--- config.mk ---
export PLATFORM = sky130hd
export DESIGN_NAME = ysyx_22041071_axi_rd_arb
export DESIGN_NICKNAME = d
export VERILOG_FILES = /design/src/rtl/ysyx_22041071_axi_rd_arb.sv
export SDC_FILE = /design/constraint.sdc
export NUM_CORES = 1
export LEC_CHECK = 0
export ABC_AREA = 1
export BUFFER_PORTS_ARGS = -buffer_cell sky130_fd_sc_hd__buf_4
export CORE_AREA = 5 5 167 169
export CTS_CLUSTER_SIZE = 8
export DETAILED_ROUTE_END_ITERATION = 12
export DIE_AREA = 0 0 172 174
export GPL_ROUTABILITY_DRIVEN = 0
export PLACE_DENSITY_LB_ADDON = 0.05
export SLEW_MARGIN = 40
export SYNTH_ARGS = -nofsm -noshare
export SYNTH_HDL_FRONTEND = slang
export SYNTH_SLANG_ARGS = --single-unit
--- constraint.sdc ---
create_clock -name clk -period 4.7 [get_ports clk]
set_clock_uncertainty 0.2 [all_clocks]
set_input_delay 0.47 -clock clk [delete_from_list [all_inputs] [get_ports clk]]
set_output_delay 0.47 -clock clk [all_outputs]
set_load 0.01 [all_outputs]
--- src/rtl/ysyx_22041071_axi_rd_arb.sv ---
// Round-robin arbiter that shares one AXI read engine between the IFU (req0) and the LSU (req1).
// It routes returned beats to the granted requester and guards each transaction with a watchdog.
module ysyx_22041071_axi_rd_arb #(
  parameter int unsigned ADDR_W  = 64,
  parameter int unsigned DATA_W  = 64,
  parameter int unsigned LEN_W   = 8,
  parameter int unsigned ID_W    = 4,
  parameter int unsigned TIMEOUT = 1023
) (
  input  logic              clk,
  input  logic              reset_n,

  input  logic              req0_valid,
  input  logic [ADDR_W-1:0] req0_addr,
  input  logic [1:0]        req0_size,
  input  logic [LEN_W-1:0]  req0_len,
  output logic              req0_ready,
  output logic              req0_rvalid,
  output logic [DATA_W-1:0] req0_rdata,
  output logic [1:0]        req0_rresp,
  output logic              req0_rlast,

  input  logic              req1_valid,
  input  logic [ADDR_W-1:0] req1_addr,
  input  logic [1:0]        req1_size,
  input  logic [LEN_W-1:0]  req1_len,
  output logic              req1_ready,
  output logic              req1_rvalid,
  output logic [DATA_W-1:0] req1_rdata,
  output logic [1:0]        req1_rresp,
  output logic              req1_rlast,

  output logic              rd_valid,
  output logic [ID_W-1:0]   rd_id,
  output logic [ADDR_W-1:0] rd_addr,
  output logic [1:0]        rd_size,
  output logic [LEN_W-1:0]  rd_len,
  input  logic              rd_ready,
  input  logic              rd_r_valid,
  input  logic [DATA_W-1:0] rd_r_data,
  input  logic [1:0]        rd_r_resp,
  input  logic              rd_r_last
);

  localparam int unsigned WD_W = (TIMEOUT > 1) ? $clog2(TIMEOUT + 1) : 1;

  typedef enum logic [1:0] {
    S_IDLE  = 2'd0,
    S_ISSUE = 2'd1,
    S_WAIT  = 2'd2
  } state_t;

  state_t                      state_q, state_d;
  logic                        last_gnt_q, last_gnt_d;
  logic                        gnt_q, gnt_d;
  logic                        rd_valid_q, rd_valid_d;
  logic [ID_W-1:0]             rd_id_q, rd_id_d;
  logic [ADDR_W-1:0]           rd_addr_q, rd_addr_d;
  logic [1:0]                  rd_size_q, rd_size_d;
  logic [LEN_W-1:0]            rd_len_q, rd_len_d;
  logic [LEN_W-1:0]            beat_cnt_q, beat_cnt_d;
  logic [WD_W-1:0]             wd_cnt_q, wd_cnt_d;
  logic [1:0]                  ready_q, ready_d;
  logic [1:0]                  rvalid_q, rvalid_d;
  logic [1:0]                  rlast_q, rlast_d;
  logic [1:0][1:0]             rresp_q, rresp_d;
  logic [1:0][DATA_W-1:0]      rdata_q, rdata_d;
  logic                        win;
  logic                        wd_hit;

  assign wd_hit = (wd_cnt_q == WD_W'(TIMEOUT - 1));

  // Next-state and next-output logic
  always_comb begin
    state_d    = state_q;
    last_gnt_d = last_gnt_q;
    gnt_d      = gnt_q;
    rd_valid_d = rd_valid_q;
    rd_id_d    = rd_id_q;
    rd_addr_d  = rd_addr_q;
    rd_size_d  = rd_size_q;
    rd_len_d   = rd_len_q;
    beat_cnt_d = beat_cnt_q;
    wd_cnt_d   = wd_cnt_q;
    ready_d    = '0;
    rvalid_d   = '0;
    rlast_d    = '0;
    rresp_d    = '0;
    rdata_d    = '0;
    win        = 1'b0;

    case (state_q)
      S_IDLE: begin
        if (req0_valid || req1_valid) begin
          // On a tie the requester that did not win last time goes first
          win        = (req0_valid && req1_valid) ? ~last_gnt_q : req1_valid;
          gnt_d      = win;
          last_gnt_d = win;
          rd_id_d    = ID_W'(win);
          rd_addr_d  = win ? req1_addr : req0_addr;
          rd_size_d  = win ? req1_size : req0_size;
          rd_len_d   = win ? req1_len  : req0_len;
          ready_d[win] = 1'b1;
          rd_valid_d = 1'b1;
          beat_cnt_d = '0;
          wd_cnt_d   = '0;
          state_d    = S_ISSUE;
        end
      end

      S_ISSUE: begin
        if (wd_hit) begin
          rvalid_d[gnt_q] = 1'b1;
          rlast_d[gnt_q]  = 1'b1;
          rresp_d[gnt_q]  = 2'b10;
          rd_valid_d      = 1'b0;
          state_d         = S_IDLE;
        end else begin
          wd_cnt_d = wd_cnt_q + WD_W'(1);
          if (rd_ready) begin
            rd_valid_d = 1'b0;
            state_d    = S_WAIT;
          end
        end
      end

      S_WAIT: begin
        if (wd_hit) begin
          rvalid_d[gnt_q] = 1'b1;
          rlast_d[gnt_q]  = 1'b1;
          rresp_d[gnt_q]  = 2'b10;
          rd_valid_d      = 1'b0;
          state_d         = S_IDLE;
        end else begin
          wd_cnt_d = wd_cnt_q + WD_W'(1);
          if (rd_r_valid) begin
            rvalid_d[gnt_q] = 1'b1;
            rdata_d[gnt_q]  = rd_r_data;
            rresp_d[gnt_q]  = rd_r_resp;
            // The latched length bounds the burst even if the engine never flags last
            if (rd_r_last || (beat_cnt_q == rd_len_q)) begin
              rlast_d[gnt_q] = 1'b1;
              state_d        = S_IDLE;
            end else begin
              beat_cnt_d = beat_cnt_q + LEN_W'(1);
            end
          end
        end
      end

      default: state_d = S_IDLE;
    endcase
  end

  // State and output registers
  always_ff @(posedge clk) begin
    if (!reset_n) begin
      state_q    <= S_IDLE;
      last_gnt_q <= 1'b1;
      gnt_q      <= 1'b0;
      rd_valid_q <= 1'b0;
      rd_id_q    <= '0;
      rd_addr_q  <= '0;
      rd_size_q  <= '0;
      rd_len_q   <= '0;
      beat_cnt_q <= '0;
      wd_cnt_q   <= '0;
      ready_q    <= '0;
      rvalid_q   <= '0;
      rlast_q    <= '0;
      rresp_q    <= '0;
      rdata_q    <= '0;
    end else begin
      state_q    <= state_d;
      last_gnt_q <= last_gnt_d;
      gnt_q      <= gnt_d;
      rd_valid_q <= rd_valid_d;
      rd_id_q    <= rd_id_d;
      rd_addr_q  <= rd_addr_d;
      rd_size_q  <= rd_size_d;
      rd_len_q   <= rd_len_d;
      beat_cnt_q <= beat_cnt_d;
      wd_cnt_q   <= wd_cnt_d;
      ready_q    <= ready_d;
      rvalid_q   <= rvalid_d;
      rlast_q    <= rlast_d;
      rresp_q    <= rresp_d;
      rdata_q    <= rdata_d;
    end
  end

  assign rd_valid    = rd_valid_q;
  assign rd_id       = rd_id_q;
  assign rd_addr     = rd_addr_q;
  assign rd_size     = rd_size_q;
  assign rd_len      = rd_len_q;

  assign req0_ready  = ready_q[0];
  assign req0_rvalid = rvalid_q[0];
  assign req0_rdata  = rdata_q[0];
  assign req0_rresp  = rresp_q[0];
  assign req0_rlast  = rlast_q[0];

  assign req1_ready  = ready_q[1];
  assign req1_rvalid = rvalid_q[1];
  assign req1_rdata  = rdata_q[1];
  assign req1_rresp  = rresp_q[1];
  assign req1_rlast  = rlast_q[1];

endmodule

### Yosys cells after proc, flatten, opt, wreduce, memory -nomap -nowiden

Cells that the tools add are included.

| word-level totals | value |
|---|---|
| bits in registers | 235 |
| word-level logic and storage cells | 102 |

| cells by class | value |
|---|---|
| add/subtract/negate cells | 2 |
| magnitude comparators | 4 |
| equal/unequal tests | 13 |
| mux-type cells | 44 |
| bitwise logic cells | 6 |
| reduce and logical (&&, ||, !) cells | 17 |

Operator list:

| operator | count |
|---|---|
| $and A128 B128 Y128 | 1 |
| $mux W64 | 2 |
| $demux W64 S1 | 1 |
| $mux W8 | 5 |
| $mux W2 | 14 |
| $mux W10 | 2 |
| $pmux W10 S2 | 1 |
| $pmux W8 S2 | 1 |
| $mux W4 | 3 |
| $ne A2 B2 Y1 const B | 6 |
| $add A10 B1 Y10 const B | 1 |
| $eq A10 B10 Y1 const B | 1 |
| $ne A3 B3 Y1 const B | 3 |
| $add A8 B1 Y8 const B | 1 |
| $eq A8 B8 Y1 | 1 |
| $pmux W2 S2 | 2 |
| $pmux W4 S2 | 1 |
| $reduce_and A4 Y1 | 2 |
| $mux W1 | 7 |
| $pmux W2 S3 | 1 |
| $reduce_and A3 Y1 | 2 |
| $reduce_and A5 Y1 | 1 |
| $and A4 B4 Y4 | 1 |
| $lt A1 B2 Y1 const B | 2 |
| other kinds (15) | 24 |

### Logic depth before layout (Yosys ltp)

| depth | value |
|---|---|
| word-level depth | 8 |
| depth in mapped cells | 13 |
| mapped depth without buffers | 13 |

### Worst setup path after synthesis

Ideal clock, no wire load.

| path | value |
|---|---|
| path kind | reg-to-reg |
| start | register state_q[0] |
| end | register wd_cnt_q[7] |
| arrival time | 1498 ps |
| data required time | 4376 ps |
| setup slack | 2878 ps |
| cell stages (with the launch flop) | 11 |
| buffers on the path | 0 |
| cell sequence | dfxtp_1 > inv_1 > ha_1 > nand2_1 > o21a_1 > nand2_4 > inv_2 > nand2_2 > nor2_1 > xor2_1 > nor2_1 |

| on the way | value |
|---|---|
| longest elaborated chain between the ends | 4 |
| elaborated cells between the ends (all ways) | 9 |
| classes of those cells | eq/ne: 4; mux: 1; reduce/logical: 4 |

Ends and longest elaborated chain:

| what | line | text |
|---|---|---|
| from (decl) | 53 | `state_t state_q, state_d;` |
| from (signal assigned) | 174 | `state_q <= state_d;` |
| $eq A2 B2 Y1 / $eq A2 B1 Y1 (equally long branches) | 92 | `case (state_q)` |
| $reduce_or A2 Y1 (no line) | - |  |
| $ne A2 B2 Y1 (no line) / $reduce_bool A2 Y1 (equally long branches) | - |  |
| $reduce_and A3 Y1 (no line) | - |  |
| to (signal assigned) | 183 | `wd_cnt_q <= wd_cnt_d;` |
| to (decl) | 62 | `logic [WD_W-1:0] wd_cnt_q, wd_cnt_d;` |

Several ways; a longest one is shown, not always the timed one.
A chain may end at the register's enable or synchronous reset.

### Worst setup path after layout

| path | value |
|---|---|
| start | register state_q[0] |
| end | register rd_len_q[5] (netlist: rd_len[5]) |

| on the way | value |
|---|---|
| longest elaborated chain between the ends | 2 |

Ends and longest elaborated chain:

| what | line | text |
|---|---|---|
| $logic_not A2 Y1 | 92 |  |
| $reduce_and A2 Y1 (no line) | - |  |
| to (signal assigned) | 181 | `rd_len_q <= rd_len_d;` |
| to (decl) | 60 | `logic [LEN_W-1:0] rd_len_q, rd_len_d;` |

No other way between the ends.

==> run_results.csv <==
group,metric,value,unit
run_status,run_status,"complete, no violations",
power_and_ir_drop,seq_power_share,37.6,%
logic_synthesis,synth-adder-area-share,0.921,%
power_and_ir_drop,switching_share,30.4,%
timing,finalSetupTns,0,ns
run,max-cap-violations,0,
clock_network,clock_latency,0.49,ns
timing,grt_setup_unrepaired,"false",
clock_network,ctsRootBufferMaster,"clkbuf_16",
placed_design,placed_area,11700,um2
routing,vias,8341,
placed_design,hpwl,21100,um
clock_network,ctsResizeCount,0,
logic_synthesis,synth.area.mux_share,0,%
global_routing,grt_overflow_total,0,
timing,tightest_slew,0.786,ns
clock_network,cts_tree,"yes",
power_and_ir_drop,intPower,4.49,mW
cells_and_area,design_area,14000,um2
timing,maxSlewViolCount,0,
global_routing,grt_max_degree,66,
worst_setup_path,critPathKind,"register to register",
routing,wirelength,29600,um
worst_hold_path,hold_path_class,"input port to register",
logic_synthesis,synthCells,1006,
die,die_h,174,um
routing,drcViolationCount,0,
power_and_ir_drop,clkPwrFrac,34.0,%
logic_synthesis,ys_types,34,
timing,fmax,0.311,GHz
logic_synthesis,synth_seq_area_share,57.7,%
logic_synthesis,syn_area_per_cell,8.11,um2
routing,dr.first_iter.drc_count,324,
worst_setup_path,r2r_end,"rd_len[5]$_SDFFE_PN0P_",
timing,slew_headroom,47.6,%
timing,fin_crit,3.22,ns
cells_and_area,antenna_cells,0,
die,initial_core_util,30.9,%
cells_and_area,area_delta_synth_final,72.1,%
clock_network,cts-htree-levels,2,
worst_hold_path,worstHoldPathCells,3,
routing,wl_per_cell,15.4,um
clock_network,cts_setup_buffers,0,
worst_setup_path,r2r_slack,1.48,ns
routing,vias_per_cell,4.34,
routing,ant_nets,0,
global_routing,antenna_found_initial,1,
logic_synthesis,synth-compound-area-share,6.38,%
logic_synthesis,async_reset_ff_share,0,%
placed_design,preCtsSetupSlack,1.90,ns
worst_setup_path,worstPathArrival,3.45,ns
global_routing,grt_pass1_vias,8467,
clock_network,clockBufferDepth,3,
cells_and_area,drive_gt1_share,32.0,%
timing,setup_viol,0,
die,rows,60,
timing,timing.final.crit_share,68.4,%
logic_synthesis,yosysWarnings,0,
die,ios,438,
power_and_ir_drop,p_leak,7.01,nW
placed_design,io_buffer_count,434,
worst_setup_path,r2r_start,"state_q[0]$_SDFFE_PN0P_",
worst_setup_path,cp_max_fo,51,
worst_hold_path,holdCritStartpoint,"rd_r_data[48]",
worst_setup_path,cp-start-kind,"register",
logic_synthesis,synth-xor-area-share,0.752,%
logic_synthesis,synth_edf_count,0,
logic_synthesis,syn_area,8150,um2
logic_synthesis,synth_top_family_by_area,"simple AND/OR/NAND/NOR gates",
worst_setup_path,crit_path_end_kind,"register",
power_and_ir_drop,p_sw,1.96,mW
die,core,26400,um2
logic_synthesis,synth_ff_type,"dfxtp_1",
logic_synthesis,yosys.area_share.simple,25.9,%
logic_synthesis,yosys_register_bits,235,
clock_network,clkTransAtPathRegs,0.05,ns
worst_hold_path,hold_end,"req0_rdata[48]$_SDFF_PP0_",
global_routing,grt_pass1_wl,45700,um
worst_setup_path,reg2regPathDepth,9,
die,die-area,29900,um2
timing,worst_slack,1.48,ns
power_and_ir_drop,combPwrFrac,28.4,%
power_and_ir_drop,pwr_density_cell,460,nW/um2
clock_network,cts.sinks,235,
cells_and_area,nets,1806,
routing,dr.pass1.iters,4,
global_routing,grt_use_total,18.8,%
worst_setup_path,cp_data_required_time,4.93,ns
power_and_ir_drop,irDropWorstVdd,0.239,mV
timing,final-hold-violation-count,0,
clock_network,cts_made_buffers,35,
die,die_w,172,um
-- critical path, stage by stage, from the launching register on --
cell and delay, ns:
dfxtp_1 0.34, inv_1 0.08, ha_1 0.28, inv_1 0.15, nor2_4 0.15, nor2_4 0.46, buf_4 0.57, inv_2 0.16
o211ai_1 0.19, dlygate4sd3_1 0.56
-- timing repair --
action / 4_1_cts / 5_1_grt
hold endpoints to repair: 112 / 0
endpoints found under the setup margin: 0 / 0
hold buffers: 142 / 0
-- Yosys cell counts (2+ instances only) --
| master | count | area (um2) |
|---|---|---|
| nand2_1 | 236 | 886 |
| dfxtp_1 | 235 | 4700 |
| nor2_1 | 182 | 683 |
| inv_1 | 102 | 383 |
| nand3_1 | 71 | 355 |
| o21ai_0 | 30 | 150 |
| o211ai_1 | 27 | 203 |
| a21oi_1 | 19 | 95.1 |
| buf_2 | 19 | 95.1 |
| buf_4 | 14 | 105 |
| clkbuf_1 | 14 | 52.6 |
| inv_2 | 7 | 26.3 |
| ha_1 | 6 | 75.1 |
| nand2_2 | 6 | 37.5 |
| nor3_1 | 5 | 25.0 |
| nor2_2 | 4 | 25.0 |
| xnor2_1 | 4 | 35.0 |
| xor2_1 | 3 | 26.3 |
| a31oi_1 | 2 | 12.5 |
| nand2_4 | 2 | 22.5 |
| nand3_2 | 2 | 20.0 |
| nor2_4 | 2 | 22.5 |
| o21bai_1 | 2 | 15.0 |
| o31ai_1 | 2 | 15.0 |
-- through the flow --
step           util, %  hold WS (ns)  instances  total power [mW]
5_1_grt           53.1       0.00745       1924              6.86
2_1_floorplan        -         0.228       1008              3.33
6_report          53.1        0.0209       1924              6.45
3_3_place_gp      44.0         0.242       1740              4.06
4_1_cts           53.1      0.000136       1924              6.54
3_5_place_dp      44.2         0.250       1741              4.07
-- worst max-delay path by stage --
| stage | from | end | slack [ns] | cells past startpoint |
|---|---|---|---|---|
| final | state_q[0]$_SDFFE_PN0P_ | rd_len[5]$_SDFFE_PN0P_ | 1.48 | 9 |
| after global routing | state_q[0]$_SDFFE_PN0P_ | rd_len[1]$_SDFFE_PN0P_ | 1.26 | 9 |
| after CTS | state_q[0]$_SDFFE_PN0P_ | rd_len[1]$_SDFFE_PN0P_ | 1.43 | 9 |
| after detailed placement | reset_n | rd_len[1]$_SDFFE_PN0P_ | 1.90 | 6 |
| after global placement | req0_valid | rd_addr[11]$_SDFFE_PN0P_ | 1.68 | 10 |
| after floorplan | state_q[0]$_SDFFE_PN0P_ | wd_cnt_q[7]$_SDFFE_PN0P_ | 2.88 | 10 |
-- sequential cells by signal, summed over array words and instances (netlist names) --
register,count
rd_addr,64
req0_rdata,64
req1_rdata,64
wd_cnt_q,10
beat_cnt_q,8
rd_len,8
rd_size,2
ready_q,2
req0_rresp,2
req1_rresp,2
rlast_q,2
rvalid_q,2
state_q,2
gnt_q,1
last_gnt_q,1
rd_valid,1
-- area by class of cell --
| class | count | area, um2 |
|---|---|---|
| Multi-Input combinational cell | 616 | 2800 |
| Inverter | 109 | 412 |
| Sequential cell | 235 | 4700 |
| Timing Repair Buffer | 582 | 4740 |
| Tap cell | 341 | 427 |
| Clock inverter | 3 | 30.0 |
| Fill cell | 2519 | 12400 |
| Clock buffer | 38 | 908 |
-- power by group through the flow --
stage          Combinational [mW]  Clock [mW]  Sequential [mW]
2_1_floorplan               0.784           0             2.54
3_3_place_gp                 1.60           0             2.46
3_5_place_dp                 1.61           0             2.46
4_1_cts                      1.85        2.26             2.43
5_1_grt                      2.04        2.36             2.46
6_report                     1.83        2.19             2.43
-- cell usage in the layout (no fill, tap or decap), types with 2 or more instances in the layout --
cell             n
conb_1           3
a21oi_1         19
nand2_1        236
dfxtp_1        235
clkbuf_16       36
nand3_2          4
o31ai_1          2
inv_2            6
buf_4          439
o21ai_0         30
nor3_1           5
inv_1          102
nand2_4          2
o21bai_1         2
nand2_2          6
xnor2_1          4
clkbuf_1         2
o211ai_1        27
nand3_1         69
dlygate4sd3_1  142
xor2_1           3
a31oi_1          2
nor2_4           4
nor2_2           2
ha_1             6
nor2_1         182
-- cells by family after synthesis --
logic type,after synthesis
compound gates,86
xor+xnor,7
fa+ha+maj,6
buf+inv,157
flops,235
other cells,1
simple gates,514
-- metal layers --
| metal | wire, um | global-route usage [%] | up-vias |
|---|---|---|---|
| met5 | 13 | 0 | - |
| met1 | 11800 | 22.7 | 3719 |
| li1 | - | - | 4241 |
| met4 | 945 | 6.22 | 2 |
| met3 | 3020 | 6.69 | 59 |
| met2 | 13700 | 31.2 | 320 |
Note: power is estimated with default switching activity, not from simulation.
